**src/rtl/fas_serial_ctrl.sv**
```systemverilog
// Bit-serial add/subtract sequencer: streams W-bit operands LSB first through one fas cell
// and returns sum, carry-out and signed overflow over a valid/ready result port.

module fas (
  input  logic a,
  input  logic b,
  input  logic cin,
  input  logic a_ns,
  output logic s,
  output logic cout
);
  logic a_eff;

  // a_ns inverts A, which turns the cell into a B - A stage; this sequencer ties it low
  assign a_eff = a ^ a_ns;
  assign s     = a_eff ^ b ^ cin;
  assign cout  = (a_eff & b) | (cin & (a_eff ^ b));
endmodule

module fas_serial_ctrl #(
  parameter int unsigned W = 8
) (
  input  logic         clk,
  input  logic         rst,
  input  logic         start_valid,
  output logic         start_ready,
  input  logic         op_sub,
  input  logic [W-1:0] op_a,
  input  logic [W-1:0] op_b,
  output logic         busy,
  output logic         res_valid,
  input  logic         res_ready,
  output logic [W-1:0] res_s,
  output logic         res_cout,
  output logic         res_ovf
);
  localparam int unsigned CW = $clog2(W);

  typedef enum logic [1:0] {IDLE, RUN, DONE} state_t;

  state_t        state, state_nx;
  logic          accept_c, last_c, pop_c;
  logic [W-1:0]  a_sh, b_sh, s_sh;
  logic [CW-1:0] cnt;
  logic          carry;
  logic          fas_s, fas_cout;

  fas u_fas (
    .a    (a_sh[0]),
    .b    (b_sh[0]),
    .cin  (carry),
    .a_ns (1'b0),
    .s    (fas_s),
    .cout (fas_cout)
  );

  always_ff @(posedge clk or posedge rst) begin
    if (rst) state <= IDLE;
    else     state <= state_nx;
  end

  always_comb begin
    state_nx = state;
    accept_c = 1'b0;
    last_c   = 1'b0;
    pop_c    = 1'b0;
    case (state)
      IDLE: if (start_valid) begin
        accept_c = 1'b1;
        state_nx = RUN;
      end
      RUN: if (cnt == CW'(W - 1)) begin
        last_c   = 1'b1;
        state_nx = DONE;
      end
      DONE: if (res_ready) begin
        pop_c    = 1'b1;
        state_nx = IDLE;
      end
      default: state_nx = IDLE;
    endcase
  end

  // Serial datapath; subtract is A + ~B + 1 with the +1 entering as the initial carry
  always_ff @(posedge clk or posedge rst) begin
    if (rst) begin
      a_sh  <= '0;
      b_sh  <= '0;
      s_sh  <= '0;
      cnt   <= '0;
      carry <= 1'b0;
    end else if (accept_c) begin
      a_sh  <= op_a;
      b_sh  <= op_sub ? ~op_b : op_b;
      carry <= op_sub;
      cnt   <= '0;
    end else if (state == RUN) begin
      a_sh  <= {1'b0, a_sh[W-1:1]};
      b_sh  <= {1'b0, b_sh[W-1:1]};
      s_sh  <= {fas_s, s_sh[W-1:1]};
      carry <= fas_cout;
      if (!last_c) cnt <= cnt + CW'(1);
    end
  end

  // Registered handshake and result; carry entering the MSB is the carry register on the last RUN cycle
  always_ff @(posedge clk or posedge rst) begin
    if (rst) begin
      start_ready <= 1'b1;
      busy        <= 1'b0;
      res_valid   <= 1'b0;
      res_s       <= '0;
      res_cout    <= 1'b0;
      res_ovf     <= 1'b0;
    end else begin
      start_ready <= (state_nx == IDLE);
      busy        <= (state_nx != IDLE);
      res_valid   <= (state_nx == DONE);
      if (last_c) begin
        res_s    <= {fas_s, s_sh[W-1:1]};
        res_cout <= fas_cout;
        res_ovf  <= carry ^ fas_cout;
      end else if (pop_c) begin
        res_s    <= '0;
        res_cout <= 1'b0;
        res_ovf  <= 1'b0;
      end
    end
  end
endmodule

```
**config.mk**
```make
export PLATFORM = sky130hd
export DESIGN_NAME = fas_serial_ctrl
export DESIGN_NICKNAME = d
export VERILOG_FILES = /design/src/rtl/fas_serial_ctrl.sv
export SDC_FILE = /design/constraint.sdc
export NUM_CORES = 1
export LEC_CHECK = 0
export BUFFER_PORTS_ARGS = -buffer_cell sky130_fd_sc_hd__buf_2
export CORE_MARGIN = 1
export CORE_UTILIZATION = 54
export DETAILED_ROUTE_END_ITERATION = 10
export PLACE_DENSITY = 0.86
export RECOVER_POWER = 50
export SYNTH_ARGS = -nofsm -noshare
export SYNTH_HDL_FRONTEND = slang
export SYNTH_SLANG_ARGS = --single-unit
export TNS_END_PERCENT = 100
```
**constraint.sdc**
```tcl
create_clock -name clk -period 1.92 [get_ports clk]
set_clock_uncertainty 0.05 [all_clocks]
set_input_delay 0.192 -clock clk [delete_from_list [all_inputs] [get_ports clk]]
set_output_delay 0.192 -clock clk [all_outputs]
set_load 0.01 [all_outputs]
```
==> flow_summary.toml <==
[placed_design]
dp_hpwl_microns = 2470
routabilityCongestion = 0.719
place_area_sq_um = 2080
placed_cells = 224
portBuffers = 33

[cts]
clkLatencyLatePin_ns = 0.35
path_clk_slew_ns = 0.12
clock_sinks = 42
cts_max_path_buffers = 2
cts_root_buf = "clkbuf_4"
cts_made_buffers = 5
cts-resized-gates = 0
cts_tree = "done"
htree_levels = 2

[detailed_routing]
via_count = 1323
via_per_inst = 5.65
detail_route.wl_per_cell_microns = 14.9
first_pass_iters = 4
first_iter_violations = 45
drc_errors = 0
antenna_left = 0
totalWireLength_microns = 3490

[grt]
grtUsageMet3_pct = 5.67
grt_usage_pct = 21.0
grt_pass1_vias = 1214
grt_max_degree = 43
gr-max-usage-layer = "met2"
grt_pass1_wl_microns = 5550
grtUsageMet1_pct = 27.0
use_met2_pct = 35.2
grt_antenna_before_repair = 0
grt-ovfl-total = 0

[timing]
worst_pin_slew_ns = 0.998
fmax_mhz = 559
drv_slew = 0
tns_ns = 0
finalSetupViolCount = 0
timing.final.crit_period_ns = 1.79
slew_headroom_pct = 33.5
hold_viol_final = 0
finalCritPeriodShare_pct = 93.2
rsz0062_at_grt = "false"

[floorplan]
fp.dieH_microns = 61.3
core_sq_um = 3360
start_util_pct = 56.5
fp.dieW_microns = 61.3
die-area_sq_um = 3760
io_pins = 34
rows = 21

[worst_setup_path]
worst_path_max_delay_cell = "dfrtp_1"
reg2regPathDepth = 5
rr_startpoint = "cnt[0]"
reg2reg_to = "busy"
cp_common_cell = "ha_1"
rrSetupSlack_ns = 0.13
cp.arrival_ns = 1.97
critPathKind = "reg2reg"
max_stage_delay_ns = 0.42
crit_fanout = 6
cp-end-kind = "register"
worstPathRequired_ns = 2.10
cp-start-kind = "register"
crit_chain = "ha_1 -> ha_1 -> and3b_1 -> a31o_2 -> or2_1"

[yosys]
ys_top_cells_by_area = "dfrtp_1 54%, a22o_1 5.5%, mux2_2 4.2%, xor2_1 4.2%, a22oi_1 4.0%"
synth_cells = 149
synthDistinctLibCells = 31
synth_top_area_share_pct = 54.0
ys_ff_latch = 42
avgSynthCellArea_sq_um = 12.7
synth_top_cell_by_area = "dfrtp_1"
seq_area_frac_synth_pct = 55.4
netlist_area_sq_um = 1900
ys_warn_count = 0
synth_fp_nets = 174

[worst_hold_path]
worstHoldStart = "op_a[2]"
whs_path_depth = 3
min_to = "a_sh[2]"
hold_path_class = "in2reg"

[pwr]
finalPower_uw = 3210
max-vdd-ir-drop_mv = 0.651
p_leak_uw = 0.00104
p_per_area_nw_per_um2 = 1480

[layout]
final_nets = 212
finalNonFillerCells = 234
drive_gt1_share_pct = 29.8
n_fill_cell = 283
diodes = 0
areaGrowthSynthToFinish_pct = 14.1
fin_area_sq_um = 2170
finalCoreUtilization_pct = 64.4

[job]
drv_cap = 0

[outcome]
status = "completed"
cell families after synthesis:
kind of cell / synth area share [%]
compound gates: 19.3
fa+ha+maj: 3.03
buf+inv: 5.60
flops: 55.4
mux: 4.15
simple gates: 8.37
xor+xnor: 4.15
report_power, final:
part           switching (uW)  internal (uW)
Sequential                255           1250
Clock                     279            270
Combinational             562            591
Total                    1100           2110
placed cells by master, fill, tap and decap left out, types with 2 or more instances in the layout:
master         instances
a221o_1                7
nor3b_1                6
nor2_1                 3
clkinv_2               2
dlygate4sd3_1          2
a22oi_1               10
clkbuf_4               5
dfrtp_1               41
inv_1                  2
buf_4                  6
and2_1                 2
a22o_1                12
buf_2                 27
xor2_1                 9
mux2_2                 7
ha_1                   3
clkbuf_1               6
nand2_1               11
o21ai_0               11
flip-flops by register name, summed over array words and instances (netlist names):
name,flops
a_sh,8
b_sh,8
busy,1
carry,1
cnt,3
res_cout,1
res_ovf,1
res_s,8
res_valid,1
s_sh,7
start_ready,1
state,2
critical path: cells and delay by family, from the launching register on:
kind / cells / cell delay [ns]
AOI/OAI and AO/OA: 1 / 0.25
adders and majority gates: 2 / 0.48
DFF: 1 / 0.42
and+or+nand+nor: 2 / 0.47
metrics by stage:
step / hold WS (ns) / setup slack, ns
finish: 0.0888 / 0.130
global route: 0.0970 / 0.0284
CTS: 0.0875 / 0.120
detailed placement: 0.302 / 0.141
global placement: 0.284 / 0.204
floorplan: 0.275 / 0.242
metal layers:
metal / routed length (microns) / share of wire, %
met5: 0 / 0
met4: 30 / 0.86
met3: 138 / 4.0
met2: 1770 / 51
met1: 1560 / 45
synthesized netlist by cell type:
library cell	count
buf_2	4
clkbuf_2	1
o21ai_0	11
xor2_1	9
clkbuf_8	1
a22o_1	12
a21oi_1	1
dfrtp_1	41
inv_1	2
ha_1	3
a31o_2	1
nor3b_1	6
a221o_1	7
buf_6	5
nand2_1	11
inv_2	1
nor3_1	1
a31oi_4	1
nor2b_2	1
or2_1	1
o21bai_4	1
nor2b_4	1
fa_1	1
and3b_1	1
dfstp_2	1
a22oi_1	10
nor2b_1	1
mux2_2	7
o21a_1	1
nor2_1	3
and2_1	2
worst max path at each step:
stage / start / endpoint / slack, ns / cells past startpoint
2_1_floorplan: cnt[0] / busy / 0.24 / 5
3_3_place_gp: cnt[0] / busy / 0.20 / 5
3_5_place_dp: cnt[0] / res_ovf / 0.14 / 5
4_1_cts: cnt[0] / res_ovf / 0.12 / 5
5_1_grt: cnt[0] / res_ovf / 0.03 / 5
6_report: cnt[0] / busy / 0.13 / 5
repair_timing:
action,in CTS,in global routing
endpoints found under the hold margin,42,0
buffers inserted,0,0
hold buffers,2,0
final cells by class:
class	count	area, sq um	area share, %
Multi-Input combinational cell	93	741	34.2
Clock inverter	3	40.0	1.85
Inverter	3	11.3	0.520
Sequential cell	42	1050	48.6
Tap cell	46	57.6	2.66
Clock buffer	5	37.5	1.73
Timing Repair Buffer	42	228	10.5
Power figures use the tool's default switching activity.
